$ cat config.mk
export PLATFORM = sky130hd
export DESIGN_NAME = unit_phase_sequencer_flat
export DESIGN_NICKNAME = d
export VERILOG_FILES = /design/src/rtl/unit_phase_sequencer_pkg.sv /design/src/rtl/unit_phase_sequencer_if.sv /design/src/rtl/unit_phase_sequencer_osc_divider.sv /design/src/rtl/unit_phase_sequencer.sv /design/src/flat_wrapper.sv
export SDC_FILE = /design/constraint.sdc
export NUM_CORES = 1
export LEC_CHECK = 0
export CAP_MARGIN = 40
export CORE_MARGIN = 4
export CORE_UTILIZATION = 49
export DETAILED_ROUTE_END_ITERATION = 6
export PLACE_DENSITY = 0.76
export SLEW_MARGIN = 20
export SYNTH_ARGS = -nofsm -noshare
export SYNTH_HDL_FRONTEND = slang
export SYNTH_SLANG_ARGS = --single-unit
$ cat constraint.sdc
create_clock -name clk_in -period 2.1 [get_ports clk_in]
set_clock_uncertainty 0.05 [all_clocks]
set_input_delay 0.315 -clock clk_in [delete_from_list [all_inputs] [get_ports clk_in]]
set_output_delay 0.315 -clock clk_in [all_outputs]
set_load 0.05 [all_outputs]
$ cat src/rtl/unit_phase_sequencer_pkg.sv
// Shared definitions for the unit phase sequencer: state encoding, default
// sizing and a counter-width helper.
package bitnet_seq_pkg;

  typedef enum logic [1:0] {
    IDLE = 2'd0,
    FWD  = 2'd1,
    BWD  = 2'd2,
    DONE = 2'd3
  } seq_state_t;

  localparam int DEF_NUM_LAYERS    = 4;
  localparam int DEF_SETTLE_CYCLES = 3;
  localparam int DEF_OSC_DIV       = 2;

  // Width of a counter holding 0..n-1, never narrower than one bit.
  function automatic int cnt_width(input int n);
    return (n > 1) ? $clog2(n) : 1;
  endfunction

endpackage

$ cat src/rtl/unit_phase_sequencer_if.sv
// Command and strobe bundle between a controller (master) and the sequencer
// (slave).
//
// Handshake: a command transfers on the rising edge where cmd_valid and
// cmd_ready are both high; cmd_train is sampled on that edge only. cmd_ready
// is high only while the sequencer is idle, so cmd_valid while busy is simply
// ignored. abort is a level the sequencer samples every edge while busy.
interface unit_phase_sequencer_if #(
  parameter int LIDX_W = 2
);
  logic              cmd_valid;
  logic              cmd_train;
  logic              cmd_ready;
  logic              abort;
  logic              fd_prop;
  logic              bk_prop;
  logic              oscillator;
  logic [LIDX_W-1:0] layer_idx;
  logic              busy;
  logic              done;
  logic              aborted;

  modport master (
    output cmd_valid, cmd_train, abort,
    input  cmd_ready, fd_prop, bk_prop, oscillator, layer_idx, busy, done, aborted
  );

  modport slave (
    input  cmd_valid, cmd_train, abort,
    output cmd_ready, fd_prop, bk_prop, oscillator, layer_idx, busy, done, aborted
  );
endinterface

$ cat src/rtl/unit_phase_sequencer_osc_divider.sv
// Free-running oscillator: toggles once every OSC_DIV clock cycles, starting
// low out of reset.
module osc_divider
  import bitnet_seq_pkg::*;
#(
  parameter int OSC_DIV = DEF_OSC_DIV
) (
  input  logic clk_in,
  input  logic rst_in,
  output logic oscillator
);

  localparam int CW = cnt_width(OSC_DIV);

  logic [CW-1:0] div_cnt;

  always_ff @(posedge clk_in) begin
    if (!rst_in) begin
      div_cnt    <= '0;
      oscillator <= 1'b0;
    end else if (div_cnt == CW'(OSC_DIV - 1)) begin
      div_cnt    <= '0;
      oscillator <= ~oscillator;
    end else begin
      div_cnt    <= div_cnt + CW'(1);
    end
  end

endmodule

$ cat src/rtl/unit_phase_sequencer.sv
// Walks the unit array layer by layer, holding a forward (and optionally a
// backward) propagate strobe for SETTLE_CYCLES per layer.
module unit_phase_sequencer
  import bitnet_seq_pkg::*;
#(
  parameter int NUM_LAYERS    = DEF_NUM_LAYERS,
  parameter int SETTLE_CYCLES = DEF_SETTLE_CYCLES,
  parameter int OSC_DIV       = DEF_OSC_DIV
) (
  input  logic                   clk_in,
  input  logic                   rst_in,
  unit_phase_sequencer_if.slave  bus,
  output seq_state_t             state_dbg
);

  localparam int LW = cnt_width(NUM_LAYERS);
  localparam int SW = cnt_width(SETTLE_CYCLES);

  seq_state_t    state;
  logic [LW-1:0] layer_q;
  logic [SW-1:0] settle_q;
  logic          train_q;
  logic          fd_q;
  logic          bk_q;
  logic          ready_q;
  logic          busy_q;
  logic          done_q;
  logic          aborted_q;

  wire settle_tc = (settle_q == SW'(SETTLE_CYCLES - 1));

  always_ff @(posedge clk_in) begin
    if (!rst_in) begin
      state     <= IDLE;
      layer_q   <= '0;
      settle_q  <= '0;
      train_q   <= 1'b0;
      fd_q      <= 1'b0;
      bk_q      <= 1'b0;
      ready_q   <= 1'b1;
      busy_q    <= 1'b0;
      done_q    <= 1'b0;
      aborted_q <= 1'b0;
    end else begin
      done_q    <= 1'b0;
      aborted_q <= 1'b0;
      // Abort outranks everything, including the final terminal count.
      if (bus.abort && state != IDLE) begin
        state     <= IDLE;
        layer_q   <= '0;
        settle_q  <= '0;
        fd_q      <= 1'b0;
        bk_q      <= 1'b0;
        ready_q   <= 1'b1;
        busy_q    <= 1'b0;
        aborted_q <= 1'b1;
      end else begin
        case (state)
          IDLE: begin
            if (bus.cmd_valid) begin
              state    <= FWD;
              train_q  <= bus.cmd_train;
              layer_q  <= '0;
              settle_q <= '0;
              fd_q     <= 1'b1;
              ready_q  <= 1'b0;
              busy_q   <= 1'b1;
            end
          end
          FWD: begin
            if (!settle_tc) begin
              settle_q <= settle_q + SW'(1);
            end else begin
              settle_q <= '0;
              if (layer_q != LW'(NUM_LAYERS - 1)) begin
                layer_q <= layer_q + LW'(1);
              end else if (train_q) begin
                state   <= BWD;
                layer_q <= LW'(NUM_LAYERS - 1);
                fd_q    <= 1'b0;
                bk_q    <= 1'b1;
              end else begin
                state   <= DONE;
                layer_q <= '0;
                fd_q    <= 1'b0;
                done_q  <= 1'b1;
              end
            end
          end
          BWD: begin
            if (!settle_tc) begin
              settle_q <= settle_q + SW'(1);
            end else begin
              settle_q <= '0;
              if (layer_q != '0) begin
                layer_q <= layer_q - LW'(1);
              end else begin
                state  <= DONE;
                bk_q   <= 1'b0;
                done_q <= 1'b1;
              end
            end
          end
          DONE: begin
            state   <= IDLE;
            ready_q <= 1'b1;
            busy_q  <= 1'b0;
          end
          default: begin
            state   <= IDLE;
            fd_q    <= 1'b0;
            bk_q    <= 1'b0;
            ready_q <= 1'b1;
            busy_q  <= 1'b0;
          end
        endcase
      end
    end
  end

  osc_divider #(
    .OSC_DIV (OSC_DIV)
  ) u_osc (
    .clk_in     (clk_in),
    .rst_in     (rst_in),
    .oscillator (bus.oscillator)
  );

  assign bus.cmd_ready = ready_q;
  assign bus.fd_prop   = fd_q;
  assign bus.bk_prop   = bk_q;
  assign bus.layer_idx = layer_q;
  assign bus.busy      = busy_q;
  assign bus.done      = done_q;
  assign bus.aborted   = aborted_q;
  assign state_dbg     = state;

endmodule

$ cat src/flat_wrapper.sv
// flat-port wrapper written by rule: the top's interface ports become plain ports
module unit_phase_sequencer_flat import bitnet_seq_pkg::*;
#(
  parameter int NUM_LAYERS    = DEF_NUM_LAYERS,
  parameter int SETTLE_CYCLES = DEF_SETTLE_CYCLES,
  parameter int OSC_DIV       = DEF_OSC_DIV
)
  (clk_in, rst_in, state_dbg, bus_cmd_valid, bus_cmd_train, bus_abort, bus_cmd_ready, bus_fd_prop, bus_bk_prop, bus_oscillator, bus_layer_idx, bus_busy, bus_done, bus_aborted);
  unit_phase_sequencer_if #(.LIDX_W(2)) bus_i ();
  input  logic clk_in;
  input  logic rst_in;
  output seq_state_t state_dbg;
  input wire logic [$bits(bus_i.cmd_valid)-1:0] bus_cmd_valid;
  input wire logic [$bits(bus_i.cmd_train)-1:0] bus_cmd_train;
  input wire logic [$bits(bus_i.abort)-1:0] bus_abort;
  output wire logic [$bits(bus_i.cmd_ready)-1:0] bus_cmd_ready;
  output wire logic [$bits(bus_i.fd_prop)-1:0] bus_fd_prop;
  output wire logic [$bits(bus_i.bk_prop)-1:0] bus_bk_prop;
  output wire logic [$bits(bus_i.oscillator)-1:0] bus_oscillator;
  output wire logic [$bits(bus_i.layer_idx)-1:0] bus_layer_idx;
  output wire logic [$bits(bus_i.busy)-1:0] bus_busy;
  output wire logic [$bits(bus_i.done)-1:0] bus_done;
  output wire logic [$bits(bus_i.aborted)-1:0] bus_aborted;
  assign bus_i.cmd_valid = bus_cmd_valid;
  assign bus_i.cmd_train = bus_cmd_train;
  assign bus_i.abort = bus_abort;
  assign bus_cmd_ready = bus_i.cmd_ready;
  assign bus_fd_prop = bus_i.fd_prop;
  assign bus_bk_prop = bus_i.bk_prop;
  assign bus_oscillator = bus_i.oscillator;
  assign bus_layer_idx = bus_i.layer_idx;
  assign bus_busy = bus_i.busy;
  assign bus_done = bus_i.done;
  assign bus_aborted = bus_i.aborted;
  unit_phase_sequencer #(.NUM_LAYERS(NUM_LAYERS), .SETTLE_CYCLES(SETTLE_CYCLES), .OSC_DIV(OSC_DIV)) u_core (.clk_in(clk_in), .rst_in(rst_in), .bus(bus_i), .state_dbg(state_dbg));
endmodule
## Yosys cells after proc, flatten, opt, wreduce, memory -nomap -nowiden

Index checks and enable logic that the tools add are counted.

- Output and inout bits: 11
- Word-level logic and storage cells: 86
- Register bits after elaboration: 15

- Multiplexer cells: 36
- Equal/unequal tests: 12
- Reductions and logical operators: 19
- Bitwise operators: 3
- Add/sub/neg operators: 4

Operators by type and width:

| operator | count |
|---|---|
| 2-to-1 mux 2 bit | 12 |
| 2-to-1 mux 1 bit | 16 |
| nonzero test 2 bit | 6 |
| case mux 1 bit (2 select lines) | 5 |
| AND reduction 5 bit | 2 |
| != test 2 x 1 -> 1 bit, second input constant | 4 |
| != test 2 bit, second input constant | 4 |
| case mux 2 bit (4 select lines) | 1 |
| equality test 2 bit, second input constant | 3 |
| case mux 2 bit (3 select lines) | 1 |
| AND reduction 6 bit | 1 |
| OR reduction 2 bit | 3 |
| adder 2 x 1 -> 2 bit, second input constant | 2 |
| case mux 2 bit (2 select lines) | 1 |
| AND reduction 2 bit | 2 |
| AND reduction 4 bit | 1 |
| NOT 1 bit | 3 |
| AND reduction 3 bit | 1 |
| nonzero test 3 bit | 1 |
| equality test 2 x 1 -> 1 bit, second input constant | 1 |
| zero test 2 bit | 1 |
| subtractor 2 x 1 -> 2 bit, second input constant | 1 |
| adder 1 bit, second input constant | 1 |
| logical AND 1 bit | 1 |

## Logic depth before layout (Yosys ltp)

Gate-level depths: netlist (run 1).

- Word-level depth: 4
- Depth in mapped cells: 7
- Depth with buffers taken out: 6

## Modules after synthesis

Synthesis (run 1) repeated with hierarchy kept, for this count alone.

- Cell total of the unflattened synthesis: 101
- Area total of the unflattened synthesis: 878.3 um^2

Modules (own cells, without submodules):

| module | instances | cells each | area an instance (um^2) | seq. area each (um^2) |
|---|---|---|---|---|
| unit_phase_sequencer | 1 | 96 | 814.5 | 260.2 |
| osc_divider | 1 | 5 | 63.8 | 40.0 |

## Worst setup path before layout (run 1)

OpenSTA, ideal clock, no wires.

- Path kind: flip-flop to flip-flop
- Start: reg u_core.state[0] (netlist: u_core.state_dbg[0])
- End: reg u_core.bk_q (netlist: u_core.bus.bk_prop)
- Buffers on the path: 0
- Clock period less this slack: 2.074 ns
- Slack: 0.026 ns
- Required time: 1.983 ns
- Cell stages (with the launch flop): 7
- Data arrival time: 1.958 ns
- Path through: dfxtp_1 > inv_1 > ha_1 > nor2_4 > nor2_2 > or4b_4 > a21oi_2

- Longest elaborated chain between the ends: 3
- Elaborated cells between the ends (all ways): 13
- Those cells by class: eq/ne (7); mux (1); reduce/logical (5)

Ends and longest elaborated chain:

| what | RTL line | source |
|---|---|---|
| from (decl) | unit_phase_sequencer.sv:19 | `seq_state_t state;` |
| from (signal assigned) | unit_phase_sequencer.sv:34 | `state <= IDLE;` |
| from (signal assigned) | unit_phase_sequencer.sv:49 | `state <= IDLE;` |
| from (signal assigned) | unit_phase_sequencer.sv:61 | `state <= FWD;` |
| equality test 2 x 1 -> 1 bit (tied with other cells) | unit_phase_sequencer.sv:58 | `case (state)` |
| != test 2 x 1 -> 1 bit (no line) (tied with other cells) | -- |  |
| AND reduction 6 bit (no line) / OR reduction 2 bit (equally long branches) | -- |  |
| to (signal assigned) | unit_phase_sequencer.sv:53 | `bk_q <= 1'b0;` |
| to (signal assigned) | unit_phase_sequencer.sv:81 | `bk_q <= 1'b1;` |
| to (signal assigned) | unit_phase_sequencer.sv:99 | `bk_q <= 1'b0;` |
| to (decl) | unit_phase_sequencer.sv:24 | `logic bk_q;` |

Parallel ways exist; a longest one is shown, timed or not.
A chain may end at the register's enable or synchronous reset.

## Worst setup path in the final report (run 1)

- Start: reg u_core.state[1] (netlist: u_core.state_dbg[1])
- End: out state_dbg[1]

RTL lines:

| what | RTL line | source |
|---|---|---|
| to (decl) | flat_wrapper.sv:12 | `output seq_state_t state_dbg;` |

No word-level cell between the ends.

==> results.txt, run 1 <==
----------------------------------------------------
[Drt]
  Routed met3 length ... about 120 um
  Avg Vias per Cell ... 5.70
  Post-route antenna net violation count ... 0
  Uppermost routed layer ... met3
  Drt wl/cell ... 14.1 um
  Met1 Wirelength ... roughly 800 um
  Routed WL ... 1820 um
  Drt drc ... 0
  Via Count ... 735
  First-pass DRT Iterations ... 4
  Starting DRC count in detailed routing ... 10
  Met2 layer wire length in the routed design ... just under 900 um

[STA]
  Total of endpoints with negative setup slack in the final report ... 0
  Part of the cycle the worst path needs ... between 90% and 100%
  Final-report hold violation count ... 0
  Final slew viol count ... 0
  Crit path time final ... about 2.0 ns
  Fmax ... between 500 and 600 MHz
  Setup total negative slack ... 0 ns
  Worst slew margin relative to its limit ... about two thirds
  RSZ-0062 raised after global routing ... false
  Slew of the pin with the lowest slew margin ... about 0.51 ns

[Clock tree]
  Clock slew at reported path FFs ... approximately 0.11 ns
  Clock sink count ... 15
  Clock Tree Buf Depth ... 2
  CTS resizes ... 0
  Cts-stage hold buffer count ... 0
  Clock latency reported for the late side of the worst-skew pair ... about 0.3 ns
  Clock buffer count from CTS ... 3
  Root buffer cell ... sky130_fd_sc_hd__clkbuf_4
  # H-tree levels ... 1
  TritonCTS clock tree ... yes
  Setup bufs post-CTS ... 0

[Setup path]
  Capturing element of the worst setup path ... state_dbg[1]
  Signal arrival time at the worst endpoint ... around 1.6 ns
  R2R Path End ... u_core.state_dbg[0]
  Highest cell delay on the worst timing path ... between 0.8 and 0.9 ns
  Source of the critical timing path ... u_core.state_dbg[1]
  Highest-delay cell along the critical path ... sky130_fd_sc_hd__clkdlybuf4s50_1
  Critical Path, Cell by Cell ... clkdlybuf4s50_1
  Required time of the worst setup path ... about 1.7 ns
  CP Max Fanout ... 7
  Critical path buffers and inverters ... 1
  Class of the most critical setup path ... reg2out
  Cells on worst reg2reg path ... 6
  Reg-to-reg setup timing slack ... roughly 0.25 ns
  Total number of cells along the worst setup path ... 1
  Crit end category ... output port
  CP top delay family ... buffers and inverters
  Origin of the critical flop-to-flop path ... u_core.state_dbg[1]
  Worst setup SP type ... flop

[Placed design]
  Number of input and output port buffers inserted ... 15
  GPL Wtd Cong ... around 0.85
  Placed wire-length estimate ... around 1300 um

[Pwr]
  Power per cell area ... 1260 nW/um2
  Switch share ... between 40% and 50%
  Power spent charging and discharging nets ... 0.000619 W
  Power Internal ... slightly below 0.0007 W
  Combinational power share ... a little under three fifths
  Leakage power ... approximately 0.39 nW
  Worst-case vdd ir drop ... ~0.8 mV
  Portion of total power attributed to sequential cells ... between 30% and 40%
  Clock share of power ... 14.0%

[Global route]
  Antenna violations before repair ... 0
  Overflow left after global routing ... 0
  Overall global routing resource usage ... ~17%
  Largest net degree at the start of global routing ... 12
  Via count of the first global-routing pass ... ~700
  Global-route wire length before repair ... about 3100 um

[Floorplanning]
  DIE WIDTH ... roughly 49 um
  Overall die area ... about 2400 um2
  Area of the placeable core ... 1560 um2
  Standard-cell row count ... 14
  Die H ... between 40 and 50 um
  Top Ports ... 16
  Initial Util ... between 50 and 60%

[Synthesis]
  #FFs+latches synth ... 15
  Post-synth net total ... 110
  Synth cell types ... 31
  Number of synthesis warnings ... 0
  Average cell area after synthesis ... roughly 8.8 um2
  Most used DFF post-synth ... sky130_fd_sc_hd__dfxtp_1
  Post-synthesis async set-or-reset flop share ... 0%
  Combined area of all synthesized cells ... between 800 and 900 um2
  Count of flip-flops with a built-in enable after synthesis ... 0
  Seq/Total Area, Yosys ... around 36%
  Instance count of the mapped netlist ... 96

[Flow run]
  Max Cap Viol ... 0

[Cells and area]
  Fin nets ... between 100 and 150
  Area growth from synthesis to layout ... 22.7%
  Fraction of layout instances using a drive strength above 1 ... under 10%
  Post-route core utilization ... 66.3%
  ANT cells ... 0

[Status]
  Status ... finished clean

[Worst hold path]
  Path category of the worst min-delay check ... reg2reg
  Cell depth of the worst hold path ... 1

----------------------------------------------------
==> power by group through the flow <==
stage	Combinational (W)	Clock, W	Sequential, W
3_5_place_dp	0.000710	0	0.000408
2_1_floorplan	0.000383	0	0.000549
5_1_grt	0.000774	0.000199	0.000411
4_1_cts	0.000714	0.000185	0.000402
3_3_place_gp	0.000698	0	0.000406
6_report	0.000714	0.000182	0.000402
==> per-stage QoR <==
| step | hold WS (ns) | cell area [um2] | instances | setup WS (ns) | total power, W |
|---|---|---|---|---|---|
| 2_1_floorplan | 0.363 | 842 | 96 | 0.0256 | 0.000932 |
| 3_3_place_gp | 0.376 | 1000 | 125 | 0.335 | 0.00110 |
| 3_5_place_dp | 0.391 | 1000 | 125 | 0.298 | 0.00112 |
| 4_1_cts | 0.409 | 1030 | 129 | 0.0998 | 0.00130 |
| 5_1_grt | 0.445 | 1030 | 129 | 0.0317 | 0.00138 |
| 6_report | 0.404 | 1030 | 129 | 0.115 | 0.00130 |
==> cell type report <==
type	instances	area, um2
Fill cell	133	526
Multi-Input combinational cell	73	510
Sequential cell	15	300
Timing Repair Buffer	15	150
Clock buffer	3	22.5
Inverter	6	22.5
Tap cell	16	20.0
Clock inverter	1	7.51
==> logic make-up after synthesis <==
kind of cell / after synthesis / share of synthesized area (%)
simple gates: 37 / 23.8
compound gates: 22 / 17.7
flops: 15 / 35.7
fa+ha+maj: 9 / 13.4
buf+inv: 8 / 3.71
mux: 4 / 4.76
xor+xnor: 1 / 1.04
==> synthesized netlist by cell type, types with 3 or more instances <==
cell type | count | share of area [%]
sky130_fd_sc_hd__nand2b_1 | 4 | 3.0
sky130_fd_sc_hd__a211oi_1 | 3 | 2.7
sky130_fd_sc_hd__mux2i_1 | 4 | 4.8
sky130_fd_sc_hd__inv_1 | 6 | 2.7
sky130_fd_sc_hd__ha_1 | 9 | 13
sky130_fd_sc_hd__o21ai_0 | 3 | 1.8
sky130_fd_sc_hd__dfxtp_1 | 15 | 36
sky130_fd_sc_hd__nor2_1 | 12 | 5.3
sky130_fd_sc_hd__nand2_1 | 9 | 4.0
sky130_fd_sc_hd__a21oi_1 | 5 | 3.0
==> layer usage <==
| metal | up-vias | track usage, % |
|---|---|---|
| li1 | 365 | - |
| met1 | 347 | 19.4 |
| met2 | 23 | 28.3 |
| met3 | 0 | 6.02 |
| met4 | 0 | 4.15 |
| met5 | - | 0 |
==> worst min-delay path by stage <==
stage | start | end | slack (ns)
finish | u_core.u_osc.div_cnt | u_core.u_osc.div_cnt | 0.40
global route | u_core.u_osc.div_cnt | u_core.u_osc.div_cnt | 0.44
CTS | u_core.u_osc.div_cnt | u_core.u_osc.div_cnt | 0.41
detailed placement | u_core.u_osc.div_cnt | u_core.u_osc.div_cnt | 0.39
global placement | u_core.u_osc.div_cnt | u_core.u_osc.div_cnt | 0.38
floorplan | u_core.u_osc.div_cnt | u_core.u_osc.div_cnt | 0.36
==> cell usage in the layout, fill, tap and decap left out, types with 2 or more instances in the layout <==
cell,synthesis,layout
sky130_fd_sc_hd__a211oi_1,3,3
sky130_fd_sc_hd__a21o_1,2,2
sky130_fd_sc_hd__a21oi_1,5,5
sky130_fd_sc_hd__a22oi_1,2,2
sky130_fd_sc_hd__clkbuf_4,0,3
sky130_fd_sc_hd__clkdlybuf4s50_1,0,15
sky130_fd_sc_hd__dfxtp_1,15,15
sky130_fd_sc_hd__ha_1,9,9
sky130_fd_sc_hd__inv_1,6,6
sky130_fd_sc_hd__mux2i_1,4,4
sky130_fd_sc_hd__nand2_1,9,9
sky130_fd_sc_hd__nand2b_1,4,4
sky130_fd_sc_hd__nand3b_1,2,2
sky130_fd_sc_hd__nor2_1,12,12
sky130_fd_sc_hd__nor2b_1,2,2
sky130_fd_sc_hd__o211ai_1,2,2
sky130_fd_sc_hd__o21ai_0,3,3
==> flip-flops by register name (all words and copies together) (netlist names) <==
name and flops:
u_core.train_q 1, u_core.bus.cmd_ready 1, u_core.bus.done 1, u_core.bus.fd_prop 1, u_core.bus.layer_idx 2, u_core.settle_q 2
u_core.bus.aborted 1, u_core.u_osc.div_cnt 1, u_core.bus.bk_prop 1, u_core.bus.busy 1, u_core.u_osc.oscillator 1, u_core.state_dbg 2
No activity file was read; power rests on OpenSTA's default activity.
==> run 2, diff against run 1 <==
- CORE_MARGIN: 4 -> unset
==> results.txt, run 2 (same netlist as run 1, synthesis figures left out) <==
----------------------------------------------------
[Setup path]
  Crit end category ... output port
  Reg-to-reg setup timing slack ... 0.27 ns (+0.02 ns)
  Cells on worst reg2reg path ... 6 (unchanged)
  Worst setup SP type ... flop
  Required time of the worst setup path ... 1.74 ns (about the same)
  CP Max Fanout ... 7 (unchanged)
  Signal arrival time at the worst endpoint ... 1.60 ns (-0.02 ns)
  Critical path buffers and inverters ... 1 (unchanged)
  Origin of the critical flop-to-flop path ... u_core.state_dbg[1]
  Highest-delay cell along the critical path ... sky130_fd_sc_hd__clkdlybuf4s50_1
  Critical Path, Cell by Cell ... clkdlybuf4s50_1
  CP top delay family ... buffers and inverters
  Class of the most critical setup path ... reg2out
  Highest cell delay on the worst timing path ... 0.86 ns (about the same)
  R2R Path End ... u_core.bus.bk_prop

[Clock tree]
  Clock latency reported for the late side of the worst-skew pair ... 0.28 ns (-0.02 ns)
  CTS resizes ... 0 (unchanged)
  Clock slew at reported path FFs ... 0.09 ns (-0.02 ns)
  Cts-stage hold buffer count ... 0 (unchanged)
  # H-tree levels ... 1 (unchanged)
  Clock Tree Buf Depth ... 2 (unchanged)
  TritonCTS clock tree ... yes
  Clock buffer count from CTS ... 3 (unchanged)
  Root buffer cell ... sky130_fd_sc_hd__clkbuf_4
  Clock sink count ... 15 (unchanged)
  Setup bufs post-CTS ... 0 (unchanged)

[STA]
  Worst slew margin relative to its limit ... 66.2% (+0.49 points)
  Part of the cycle the worst path needs ... 93.7% (-0.79 points)
  Final-report hold violation count ... 0 (unchanged)
  Fmax ... 508 MHz (+0.84%)
  Crit path time final ... 1.97 ns (-0.0165 ns)
  Total of endpoints with negative setup slack in the final report ... 0 (unchanged)
  Slew of the pin with the lowest slew margin ... 0.506 ns (-0.00725 ns)
  Setup total negative slack ... 0 ns (unchanged)
  RSZ-0062 raised after global routing ... false
  Final slew viol count ... 0 (unchanged)

[Pwr]
  Leakage power ... 0.388 nW (+0.27%)
  Switch share ... 46.7% (-0.98 points)
  Clock share of power ... 13.3% (-0.7 points)
  Power Internal ... 0.000680 W (+0.19%)
  Worst-case vdd ir drop ... 0.680 mV (-13%)
  Power spent charging and discharging nets ... 0.000596 W (-3.7%)
  Power per cell area ... 1240 nW/um2 (-1.3%)
  Combinational power share ... 55.3% (+0.3 points)
  Portion of total power attributed to sequential cells ... 31.5% (+0.5 points)

[Drt]
  Avg Vias per Cell ... 5.62 (-1.4%)
  Routed WL ... 1680 um (-7.8%)
  Starting DRC count in detailed routing ... 19 (+9)
  Via Count ... 725 (-1.4%)
  Post-route antenna net violation count ... 0 (unchanged)
  Drt wl/cell ... 13.0 um (-7.8%)
  First-pass DRT Iterations ... 4 (unchanged)
  Drt drc ... 0 (unchanged)

[Floorplanning]
  Die H ... 43.5 um (-12%)
  DIE WIDTH ... 43.5 um (-12%)
  Initial Util ... 54.0% (unchanged)
  Area of the placeable core ... 1560 um2 (unchanged)
  Overall die area ... 1890 um2 (-23%)
  Top Ports ... 16 (unchanged)
  Standard-cell row count ... 14 (unchanged)

[Worst hold path]
  Hold wc startpoint ... u_core.u_osc.div_cnt
  Cell depth of the worst hold path ... 1 (unchanged)
  Hold worst-path end ... u_core.u_osc.div_cnt
  Path category of the worst min-delay check ... reg2reg

[Cells and area]
  Non-filler cells in the finished layout ... 129 (unchanged)
  Most frequent cells in the layout ... 15 x sky130_fd_sc_hd__clkdlybuf4s50_1, 15 x sky130_fd_sc_hd__dfxtp_1, 12 x sky130_fd_sc_hd__nor2_1, 9 x sky130_fd_sc_hd__nand2_1, 9 x sky130_fd_sc_hd__ha_1
  Post-route core utilization ... 66.1% (-0.24 points)
  Fraction of layout instances using a drive strength above 1 ... 7.08% (-0.88 points)
  Area growth from synthesis to layout ... 22.3%
  Fin nets ... 128 (unchanged)
  ANT cells ... 0 (unchanged)

[Placed design]
  Number of input and output port buffers inserted ... 15 (unchanged)
  GPL Wtd Cong ... 0.842 (-1.2%)
  Placed wire-length estimate ... 1230 um (-7.5%)
  Cell Count Post-Placement ... 125 (unchanged)

[Global route]
  Global-route wire length before repair ... 2930 um (-7.0%)
  Largest net degree at the start of global routing ... 12 (unchanged)
  Overall global routing resource usage ... 20.7% (+4.2 points)
  Antenna violations before repair ... 0 (unchanged)
  Via count of the first global-routing pass ... 665 (-2.6%)
  Overflow left after global routing ... 0 (unchanged)

[Status]
  Status ... finished clean

[Flow run]
  Max Cap Viol ... 0 (unchanged)

----------------------------------------------------
## run 2: cell type report
cell class | instances | area, um2
clock buffers | 4 | 26.3
fillers | 135 | 529
inverters | 6 | 22.5
multi-input cells | 73 | 510
flip-flops and latches | 15 | 300
well taps | 16 | 20.0
repair buffers | 15 | 150
## run 2: power by group through the flow
stage                     sequential [W]  combinational (W)  clock [W]
final                           0.000401           0.000705   0.000169
after global placement          0.000405           0.000698          0
after floorplan                 0.000549           0.000383          0
after CTS                       0.000401           0.000705   0.000170
after global routing            0.000408           0.000762   0.000186
after detailed placement        0.000408           0.000701          0
## run 2: metrics by stage
| step | hold WS, ns | power (W) | instance area [um2] | worst slack [ns] |
|---|---|---|---|---|
| 5_1_grt | 0.434 | 0.00136 | 1030 | 0.0897 |
| 4_1_cts | 0.399 | 0.00128 | 1030 | 0.134 |
| 2_1_floorplan | 0.363 | 0.000932 | 842 | 0.0256 |
| 6_report | 0.400 | 0.00128 | 1030 | 0.131 |
| 3_5_place_dp | 0.385 | 0.00111 | 1000 | 0.303 |
| 3_3_place_gp | 0.378 | 0.00110 | 1000 | 0.341 |
## run 2: worst max-delay path by stage
stage	startpoint	end	slack, ns	cells past startpoint
6_report	u_core.state_dbg[1]	state_dbg[1]	0.13	1
5_1_grt	u_core.state_dbg[1]	state_dbg[1]	0.09	1
4_1_cts	u_core.state_dbg[1]	state_dbg[1]	0.13	1
3_5_place_dp	u_core.state_dbg[1]	u_core.bus.bk_prop	0.30	6
3_3_place_gp	u_core.state_dbg[0]	u_core.bus.bk_prop	0.34	6
2_1_floorplan	u_core.state_dbg[0]	u_core.bus.bk_prop	0.03	6
## run 2: metal layers
metal	share of wire (%)	track usage, %	vias to the layer above
met4	1.3	9.38	0
met5	0	0	-
met3	4.5	4.17	4
li1	-	-	365
met2	47	33.6	16
met1	47	26.6	340
## run 2: worst reg2reg max path, stage by stage (launching register included)
cell and delay (ns):
sky130_fd_sc_hd__dfxtp_1 0.46, sky130_fd_sc_hd__inv_1 0.12, sky130_fd_sc_hd__ha_1 0.30, sky130_fd_sc_hd__nor2_4 0.15
sky130_fd_sc_hd__nor2_2 0.05, sky130_fd_sc_hd__or4b_4 0.51, sky130_fd_sc_hd__a21oi_2 0.12
==> edit 1: new RTL, settings of run 2 <==
Reset style: asynchronous (`rst_in`), changed in 2 clocked blocks.
--- a/src/rtl/unit_phase_sequencer_osc_divider.sv
+++ b/src/rtl/unit_phase_sequencer_osc_divider.sv
@@ -15,5 +15,5 @@
   logic [CW-1:0] div_cnt;
 
-  always_ff @(posedge clk_in) begin
+  always_ff @(posedge clk_in or negedge rst_in) begin
     if (!rst_in) begin
       div_cnt    <= '0;
--- a/src/rtl/unit_phase_sequencer.sv
+++ b/src/rtl/unit_phase_sequencer.sv
@@ -30,5 +30,5 @@
   wire settle_tc = (settle_q == SW'(SETTLE_CYCLES - 1));
 
-  always_ff @(posedge clk_in) begin
+  always_ff @(posedge clk_in or negedge rst_in) begin
     if (!rst_in) begin
       state     <= IDLE;
Check against the original RTL: differs if rst_in is asserted again (counterexample within 4 cycles, from zero or initial values and one cycle with rst_in low); with rst_in held inactive, the same outputs for 10 cycles.
==> edit 1 against run 2 <==
  * Utilization grew 2.0 points
  * Design area rose by 17%
  * Worst setup slack worse by 0.046 ns
  * Area after synthesis rose by 13%
  * Register-to-register slack worse by 0.16 ns
  * Sequential cell count unchanged
  * Wire length rose by 9.2%
  * Power grew 61%
  * Critical path type unchanged
  * Largest power group unchanged
  * Highest routed layer unchanged
==> edit 1: results (changes against run 2) <==
| Metric | Value |
|---|---|
| HP Class | input port to asynchronous set/reset pin (was register to register) |
| Iter 0 DRT Violations | 9 (was 19) |
| Power share of the clock group | 7.9% (was 13.3%) |
| WL/cell | 13.0 µm (about the same) |
| Syn nets | 107 (was 110) |
| Pin count of the biggest net entering global routing | 16 (was 12) |
| Max VDD drop | 0.878 mV (was 0.680 mV) |
| Synth Area in Adders | 14.5% (was 13.4%) |
| Status | finished clean (unchanged) |
| First-pass GRT wire length | 3000 µm (was 2930 µm) |
| Async S/R FF share, synth | 100% (was 0%) |
| Instance area after placement | 1140 µm² (was 1000 µm²) |
| Fillers | 140 (was 135) |
| Power per cell area | 1720 nW/µm² (was 1240 nW/µm²) |
| Routed wire length | 1830 µm (was 1680 µm) |
| Post-synthesis compound-gate area fraction | 11.7% (was 17.7%) |
| Register-to-register setup slack | 0.11 ns (was 0.27 ns) |
| Synth cell types | 27 (was 31) |
| LEAKAGE | 0.557 nW (was 0.388 nW) |
| Post-synth top cells | dfrtp_1, ha_1, inv_1, mux2_2, a21oi_1 (was dfxtp_1, nor2_1, ha_1, nand2_1, inv_1) |
| Slew margin rel. | 53.7% (was 66.2%) |
| Fraction of layout cells with a size suffix above 1 | 22.4% (was 7.08%) |
| Post-place setup slack | 0.0747 ns (was 0.303 ns) |
| Via density | 5.14 (was 5.62) |
| GPL Wtd Cong | 0.836 (was 0.842) |
| Hold slack final | 0.391 ns (was 0.400 ns) |
| Total GRT Usage | 20.7% (about the same) |
| Critical Path AT | 1.65 ns (was 1.60 ns) |
| Grt met2 use | 33.8% (was 33.6%) |
| Mux share of post-synthesis cell area | 12.7% (was 4.75%) |
| XOR/XNOR Fraction of Synth Area | 0.923% (was 1.04%) |
| RR Startpoint | u_core.state_dbg[1] (unchanged) |
| Gate power share | 66.9% (was 55.3%) |
| Synth top area cells | dfrtp_1, ha_1, mux2_2 (was dfxtp_1, ha_1, nor2_1) |
| Met3 Usage GRT | 7.14% (was 4.17%) |
| Vias in the first global route | 686 (was 665) |
| Post-DP HPWL | 1330 µm (was 1230 µm) |
| Syn Inst Count | 91 (was 96) |
edit 1: cell type report:
class / count / area (µm²) / area share (%)
Clock buffer: 3 / 22.5 / 1.88
Clock inverter: 1 / 5.00 / 0.417
Tap cell: 25 / 31.3 / 2.60
Sequential cell: 15 / 379 / 31.6
Timing Repair Buffer: 22 / 203 / 16.9
Multi-Input combinational cell: 65 / 523 / 43.5
Inverter: 10 / 37.5 / 3.13
edit 1: what timing repair did:
| action | 4_1_cts | 5_1_grt |
|---|---|---|
| hold endpoints to repair | 0 | 0 |
| setup buffers | 0 | 5 |
| setup endpoints to repair | 0 | 4 |
| resized for setup | 0 | 0 |
| hold buffers | 0 | 0 |
edit 1: cells by family after synthesis:
family / count (synthesis)
simple gates: 25
compound gates: 17
flops: 15
buf+inv: 11
mux: 11
fa+ha+maj: 11
xor+xnor: 1
edit 1: layer usage:
layer / part of all wire, % / vias up
li1: - / 362
met1: 47 / 346
met2: 48 / 13
met3: 3.4 / 4
met4: 1.1 / 0
met5: 0 / -
edit 1: how the worst max path moves through the flow:
| stage | end | slack [ns] | cells past startpoint | startpoint |
|---|---|---|---|---|
| 3_3_place_gp | u_core.bus.fd_prop | 0.14 | 4 | bus_abort |
| 6_report | state_dbg[1] | 0.08 | 2 | u_core.state_dbg[1] |
| 2_1_floorplan | u_core.bus.layer_idx[0] | 0.01 | 6 | u_core.state_dbg[0] |
| 5_1_grt | u_core.bus.fd_prop | 0.007 | 5 | u_core.state_dbg[0] |
| 4_1_cts | u_core.bus.layer_idx[0] | 0.09 | 5 | u_core.state_dbg[1] |
| 3_5_place_dp | u_core.bus.layer_idx[1] | 0.07 | 4 | bus_abort |
edit 1: critical path, cell delays in order (launching register included):
cell             delay [ns]
dfrtp_2                0.44
buf_4                  0.14
clkdlybuf4s50_1        0.79
==> edit 2: new RTL, flow settings as in run 2 <==
Without the edit above. Register the output `state_dbg` once more; this adds one clock of latency there. The other outputs are not delayed to match.
--- a/src/rtl/unit_phase_sequencer.sv
+++ b/src/rtl/unit_phase_sequencer.sv
@@ -134,5 +134,7 @@
   assign bus.done      = done_q;
   assign bus.aborted   = aborted_q;
-  assign state_dbg     = state;
+  always_ff @(posedge clk_in) begin
+    state_dbg <= state;
+  end
 
 endmodule
Check against the original RTL: not equivalent (a bounded check fails within 4 cycles, from zero or initial values and one cycle with rst_in low).
==> edit 2 against run 2 <==
  * Power rose by 11%
  * Synthesized cell count rose by 8.3%
  * Largest power group unchanged
  * Count of clock-buffer cells in the layout did not move
  * Sequential cell count rose by 2
  * Area after synthesis rose by 8.9%
  * Wire length rose by 8.3%
  * Final cell count rose by 14%
  * Worst setup slack improved by 0.061 ns
  * Design area rose by 8.4%
==> edit 2: results (changes against run 2) <==
| Metric | Value |
|---|---|
| Non-filler cells in the finished layout | 147 (was 129) |
| Post-DP HPWL | 1380 µm (was 1230 µm) |
| LEAKAGE | 0.436 nW (was 0.388 nW) |
| Syn avg cell area | 8.82 µm² (was 8.77 µm²) |
| First-pass GRT wire length | 2970 µm (was 2930 µm) |
| Syn nets | 119 (was 110) |
| DR vias | 785 (was 725) |
| Slowest cell delay on critical path | 0.84 ns (was 0.86 ns) |
| Synth top area cells | dfxtp_1, ha_1, nor2_1 (unchanged) |
| Fillers | 152 (was 135) |
| Hold slack final | 0.373 ns (was 0.400 ns) |
| Async S/R FF share, synth | 0% (unchanged) |
| Iter 0 DRT Violations | 10 (was 19) |
| Routed wire length | 1820 µm (was 1680 µm) |
| Worst Reg-to-Reg Cells | 7 (was 6) |
| Worst R2R End | u_core.state[1] (was u_core.bus.bk_prop) |
| Critical Path Fanout Max | 5 (was 7) |
| Synth Area in Adders | 13.6% (was 13.4%) |
| Hold EP | u_core.state_dbg[0] (was u_core.u_osc.div_cnt) |
| WHS Path Cells | 0 (was 1) |
| Total GRT Usage | 20.3% (was 20.7%) |
| Worst setup path endpoint | bus_layer_idx[0] (was state_dbg[1]) |
| Slew margin rel. | 66.9% (was 66.2%) |
| Postcts setup bufs | 0 (unchanged) |
| XOR/XNOR Fraction of Synth Area | 0.955% (was 1.04%) |
| Final min period | 1.91 ns (was 1.97 ns) |
| CP Launch Point | u_core.bus.layer_idx[0] (was u_core.state_dbg[1]) |
| Post-synthesis compound-gate area fraction | 19.4% (was 17.7%) |
| Max VDD drop | 0.621 mV (was 0.680 mV) |
| Mux share of post-synthesis cell area | 2.18% (was 4.75%) |
| Vias in the first global route | 745 (was 665) |
| H-Tree Depth | 1 (unchanged) |
| Instance area after placement | 1090 µm² (was 1000 µm²) |
| GPL Wtd Cong | 0.841 (was 0.842) |
| Status | finished clean (unchanged) |
| Register-to-register setup slack | 0.32 ns (was 0.27 ns) |
| Fraction of layout cells with a size suffix above 1 | 6.56% (was 7.08%) |
| Post-place setup slack | 0.313 ns (was 0.303 ns) |
| Register area share after synthesis | 37.1% (was 35.7%) |
| Post-synth top cells | dfxtp_1, nor2_1, a21oi_1, ha_1, nand2_1 (was dfxtp_1, nor2_1, ha_1, nand2_1, inv_1) |
| Critical Path AT | 1.54 ns (was 1.60 ns) |
| HP Start | u_core.state[0] (was u_core.u_osc.div_cnt) |
| Placed instance count | 143 (was 125) |
| Critical-path top delay cell | clkdlybuf4s50_1 (unchanged) |
| RR Startpoint | u_core.state[0] (was u_core.state_dbg[1]) |
| Max Cap Viol | 0 (unchanged) |
| Pin count of the biggest net entering global routing | 10 (was 12) |
-- edit 2: cell type report --
type | count | area (µm²) | area share (%)
sequential | 17 | 340 | 30.5
timing repair buffer | 16 | 158 | 14.1
multi-input combinational | 78 | 534 | 47.9
tap | 25 | 31.3 | 2.80
inverter | 7 | 26.3 | 2.35
clock buffer | 4 | 26.3 | 2.35
-- edit 2: power breakdown --
group / switching (mW) / internal [mW] / total, mW / leakage, nW
Clock: 0.0955 / 0.0739 / 0.169 / 0.0150
Combinational: 0.501 / 0.294 / 0.795 / 0.282
Sequential: 0.0624 / 0.393 / 0.455 / 0.139
Total: 0.659 / 0.760 / 1.42 / 0.436
-- edit 2: routing by layer --
| layer | track usage [%] | part of all wire, % |
|---|---|---|
| met1 | 22.7 | 44 |
| met5 | 0 | 0 |
| met3 | 8.00 | 5.4 |
| met2 | 33.9 | 49 |
| met4 | 9.09 | 2.0 |
